**src/rtl/reg_bank_ab_pkg.sv**
```systemverilog
// Shared constants for the multicycle MIPS datapath: register numbering,
// stack-pointer reset value and default datapath widths.
package reg_bank_ab_pkg;

   localparam int DEF_DATA_W     = 32;
   localparam int DEF_ADDR_W     = 5;
   localparam int REG_ZERO       = 0;
   localparam int REG_SP         = 29;
   localparam int SP_RESET_VALUE = 227;

endpackage

```
**src/rtl/reg_bank_ab_reg_ld.sv**
```systemverilog
// Loadable register with asynchronous clear; used for the A and B operand latches.
module reg_ld
   import reg_bank_ab_pkg::*;
#(
   parameter int DATA_W = DEF_DATA_W
) (
   input  logic              clk,
   input  logic              reset,
   input  logic              ld,
   input  logic [DATA_W-1:0] d,
   output logic [DATA_W-1:0] q
);

   logic [DATA_W-1:0] q_d;
   logic [DATA_W-1:0] q_q;

   // Next value: take the input when loading, otherwise hold.
   always_comb begin
      q_d = q_q;
      if (ld) begin
         q_d = d;
      end
   end

   // State register, cleared immediately on reset.
   always_ff @(posedge clk or posedge reset) begin
      if (reset) begin
         q_q <= '0;
      end else begin
         q_q <= q_d;
      end
   end

   assign q = q_q;

endmodule

```
**src/rtl/reg_bank_ab.sv**
```systemverilog
// General register file (32 x DATA_W) with two combinational read ports,
// optional write-to-read forwarding, and the A/B operand latches.
module reg_bank_ab
   import reg_bank_ab_pkg::*;
#(
   parameter int DATA_W   = DEF_DATA_W,
   parameter int ADDR_W   = DEF_ADDR_W,
   parameter int SP_RESET = SP_RESET_VALUE,
   parameter int BYPASS   = 1
) (
   input  logic              clk,
   input  logic              reset,
   input  logic              reg_write,
   input  logic [ADDR_W-1:0] write_reg,
   input  logic [DATA_W-1:0] write_data,
   input  logic [ADDR_W-1:0] read_reg1,
   input  logic [ADDR_W-1:0] read_reg2,
   input  logic              a_write,
   input  logic              b_write,
   output logic [DATA_W-1:0] read_data1,
   output logic [DATA_W-1:0] read_data2,
   output logic [DATA_W-1:0] a_out,
   output logic [DATA_W-1:0] b_out,
   output logic              zero_write
);

   localparam int DEPTH = 1 << ADDR_W;

   logic [DATA_W-1:0] regs_q [DEPTH];
   logic [DATA_W-1:0] regs_d [DEPTH];
   logic              zero_write_q;
   logic              zero_write_d;
   logic              wr_zero;

   assign wr_zero = (write_reg == ADDR_W'(REG_ZERO));

   // Array update: $0 is hard-wired, so writes addressed to it are dropped
   // and flagged instead.
   always_comb begin
      regs_d       = regs_q;
      zero_write_d = 1'b0;
      if (reg_write) begin
         if (wr_zero) begin
            zero_write_d = 1'b1;
         end else begin
            regs_d[write_reg] = write_data;
         end
      end
   end

   // Register array and $0-write flag; reset loads $sp with its start value.
   always_ff @(posedge clk or posedge reset) begin
      if (reset) begin
         for (int i = 0; i < DEPTH; i++) begin
            regs_q[i] <= (i == REG_SP) ? DATA_W'(SP_RESET) : '0;
         end
         zero_write_q <= 1'b0;
      end else begin
         regs_q       <= regs_d;
         zero_write_q <= zero_write_d;
      end
   end

   // Read ports: $0 reads as zero; a write in flight to the same register
   // is forwarded so the A/B latches can capture it at the same edge.
   always_comb begin
      read_data1 = regs_q[read_reg1];
      read_data2 = regs_q[read_reg2];
      if (read_reg1 == ADDR_W'(REG_ZERO)) begin
         read_data1 = '0;
      end else if ((BYPASS != 0) && reg_write && (write_reg == read_reg1)) begin
         read_data1 = write_data;
      end
      if (read_reg2 == ADDR_W'(REG_ZERO)) begin
         read_data2 = '0;
      end else if ((BYPASS != 0) && reg_write && (write_reg == read_reg2)) begin
         read_data2 = write_data;
      end
   end

   assign zero_write = zero_write_q;

   reg_ld #(.DATA_W(DATA_W)) u_a_latch (
      .clk   (clk),
      .reset (reset),
      .ld    (a_write),
      .d     (read_data1),
      .q     (a_out)
   );

   reg_ld #(.DATA_W(DATA_W)) u_b_latch (
      .clk   (clk),
      .reset (reset),
      .ld    (b_write),
      .d     (read_data2),
      .q     (b_out)
   );

endmodule

```
**config.mk**
```make
export PLATFORM = sky130hd
export DESIGN_NAME = reg_bank_ab
export DESIGN_NICKNAME = d
export VERILOG_FILES = /design/src/rtl/reg_bank_ab_pkg.sv /design/src/rtl/reg_bank_ab_reg_ld.sv /design/src/rtl/reg_bank_ab.sv
export SDC_FILE = /design/constraint.sdc
export NUM_CORES = 2
export LEC_CHECK = 0
export ABC_AREA = 1
export CAP_MARGIN = 0
export CORE_ASPECT_RATIO = 1.75
export CORE_MARGIN = 1.5
export CORE_UTILIZATION = 54
export CTS_CLUSTER_SIZE = 24
export DETAILED_ROUTE_END_ITERATION = 6
export PLACE_DENSITY = 0.71
export SYNTH_ARGS = -nofsm -noshare
export SYNTH_HDL_FRONTEND = slang
export SYNTH_HIERARCHICAL = 1
export SYNTH_SLANG_ARGS = --single-unit
```
**constraint.sdc**
```tcl
create_clock -name clk -period 68.6 [get_ports clk]
set_clock_uncertainty 0.1 [all_clocks]
set_input_delay 10.29 -clock clk [delete_from_list [all_inputs] [get_ports clk]]
set_output_delay 10.29 -clock clk [all_outputs]
set_load 0.005 [all_outputs]
```
==> out/results.ini <==
[logic_synthesis]
yosysSeqAreaShare_pct = 43.9
synth_seq_cells = 1089
avgSynthCellArea_um2 = 6.80
synth_cell_types = 29
syn_nets = 9194
ys.warnings.count = 6
synthArstFlopShare_pct = 100
synth_cells = 9142
synth_top_area_cell = dfrtp_1
synthFlopType = dfrtp_1
synth_edf_count = 0
netlist_area_um2 = 62100
synth.top_cells.by_count = 3075 x nand2_1, 1469 x nand3_1, 1084 x dfrtp_1, 965 x o21ai_0, 934 x inv_1
yosys.cell_count.top_type = nand2_1
synth_top_area_share_pct = 43.7
synth.area.top_cells = dfrtp_1 44%, nand2_1 19%, nand3_1 12%

[power]
p_per_area_nw_per_um2 = 27.5
p_total_uw = 1840
leakagePower_uw = 0.0338
power.share.clock_pct = 32.5
p_int_uw = 1240
power_frac_comb_pct = 22.7
switching_share_pct = 32.7
switchingPower_uw = 603
ir_worst_vdd_uv = 18.1
sequentialPowerShare_pct = 44.7

[outcome]
violations = DRC
outcome = finished with violations

[placed_design]
place.gp.congestion = 0.904
hpwlAfterDp_um = 125000
port_buffers = 180
placed_area_um2 = 63600
placed_cells = 10100

[sta]
max_freq_mhz = 39.0
setup_viol = 0
finalHoldViolCount = 0
relSlewSlack_pct = 15.6
worstMarginPinSlew_ns = 1.27
period_minus_slack_ns = 25.62
slew_violations = 0
fin_crit_sh_pct = 37.3
finalSetupTns_ns = 0
rsz0062_at_grt = false

[cts]
path_clk_slew_ns = 0.06
cts_buffers = 101
cts-root-buf = clkbuf_16
cts_resized = 0
clock_latency_ns = 0.75
clockBufferDepth = 3
clkSinkCount = 1089
cts_tree = done
hold_buffers = 0
postCtsSetupBuffers = 0
h-tree-depth = 3

[critical_path]
reg2reg_slack_ns = 66.44
path_max_fanout = 93
cp.required_ns = 58.21
critPathCaptureType = output port
cp-startpoint = read_reg2[0]
crit_path_end = read_data2[19]
critPathKind = primary input to output port
cp-start-kind = primary input
worstPathArrival_ns = 15.23
r2r_end = u_b_latch/q[4]
r2r_cells = 12
worstReg2RegStart = regs_q[100]

[floorplanning]
die_y_um = 452
initial_utilization_pct = 54.5
die_w_um = 259
row_count = 164
core_area_um2 = 114000
io_pins = 181
dieArea_um2 = 117000

[global_routing]
grt_max_degree = 209
grt_pass1_vias = 59300
grt_pass1_wl_um = 354000
grt_usage_pct = 39.8
grt_overflow = 0
grt_antenna_before_repair = 6

[detailed_routing]
viasPerCell = 6.11
vias = 63000
drcViolationCount = 18
firstDrtPassIters = 7
drt_iter0_drc = 8599
drtAntennaViolNets = 0
drt-total-wl_um = 235000
wire_per_inst_um = 22.8

[final_layout]
nets = 8777
final_cells = 10300
fillCellCount = 10800
areaGrowthSynthToFinish_pct = 7.95
design_area_um2 = 67100
drive_gt1_share_pct = 4.37

[worst_hold_path]
hold_depth = 0
hold_path_class = register to register

[flow_run]
max_cap_viol_count = 0

-- layout make-up --
| class | instances | area, um^2 | area share (%) |
|---|---|---|---|
| diodes | 10 | 25.0 | 0.0373 |
| clock buffers | 142 | 2930 | 4.37 |
| clock inverters | 43 | 509 | 0.759 |
| inverters | 947 | 3610 | 5.39 |
| multi-input cells | 6323 | 28400 | 42.3 |
| flip-flops and latches | 1089 | 27300 | 40.6 |
| well taps | 1494 | 1870 | 2.79 |
| repair buffers | 263 | 2470 | 3.69 |
-- registers in the layout, indices dropped and copies added (netlist names) --
name         count
u_b_latch/q     32
u_a_latch/q     32
regs_q        1024
zero_write       1
-- cells in the final DEF, fill, tap and decap left out, types with 3 or more instances in the layout --
cell type	instances
bufinv_16	10
diode_2	10
clkbuf_16	102
dfstp_2	5
clkbuf_1	17
inv_8	7
nand2_2	20
or2_2	32
clkinv_2	21
buf_2	3
o22ai_1	6
buf_8	3
o21ai_1	158
clkbuf_8	24
dfrtp_1	1084
clkdlybuf4s50_1	168
a21oi_1	105
o211ai_1	200
buf_4	82
inv_2	10
buf_12	4
nor2_1	256
nor3_2	10
inv_6	5
clkinvlp_4	7
nand2_4	29
nand2_1	3062
nand3_1	1467
inv_1	928
o21ai_0	965
-- worst min-delay path by stage --
stage | from | endpoint | slack [ns]
2_1_floorplan | regs_q[1000] | regs_q[1000] | 0.33
6_report | regs_q[1019] | regs_q[1019] | 0.28
5_1_grt | regs_q[1019] | regs_q[1019] | 0.29
3_3_place_gp | regs_q[995] | regs_q[995] | 0.26
4_1_cts | regs_q[1016] | regs_q[1016] | 0.28
3_5_place_dp | regs_q[994] | regs_q[994] | 0.27
-- metrics by stage --
stage	hold slack, ns	setup slack (ns)	utilization [%]
6_report	0.275	42.98	58.8
5_1_grt	0.285	42.85	58.8
4_1_cts	0.280	43.21	58.8
3_5_place_dp	0.266	43.20	55.7
3_3_place_gp	0.265	43.24	55.7
2_1_floorplan	0.329	29.37	-
-- routing by layer --
metal	part of all wire, %	global-route usage, %	vias up
met2	44	61.2	4180
met3	13	8.42	989
met4	6.9	25.5	2
li1	-	-	28200
met1	37	50.8	29600
met5	0.0055	0	-
-- worst max-delay path, stage by stage --
cell,delay [ns]
buf_8,0.23
inv_8,0.43
buf_4,0.92
buf_4,0.68
buf_4,0.82
nand2_1,0.12
nand3_1,0.11
nand3_1,0.11
nand2_1,0.10
nand2_1,0.05
nand2_1,0.09
nand2_1,0.05
nor2_1,0.36
nor2_1,0.11
clkdlybuf4s50_1,0.48
-- power by group through the flow --
stage                     clock network [uW]  registers (uW)  logic, uW
after floorplan                            0             822        295
after global placement                     0             829        398
after detailed placement                   0             832        409
after CTS                                602             822        412
after global routing                     627             837        474
final                                    600             825        419
-- cells by family (layout without fill, tap and decap cells) --
group,after synthesis,count (layout),share of synthesized area (%)
compound gates,1434,1434,12.4
xor+xnor,2,2,0.0282
buf+inv,1730,1395,10.8
flops,1089,1089,43.9
other cells,0,10,0
simple gates,4887,4887,32.9
Power figures use the tool's default switching activity.
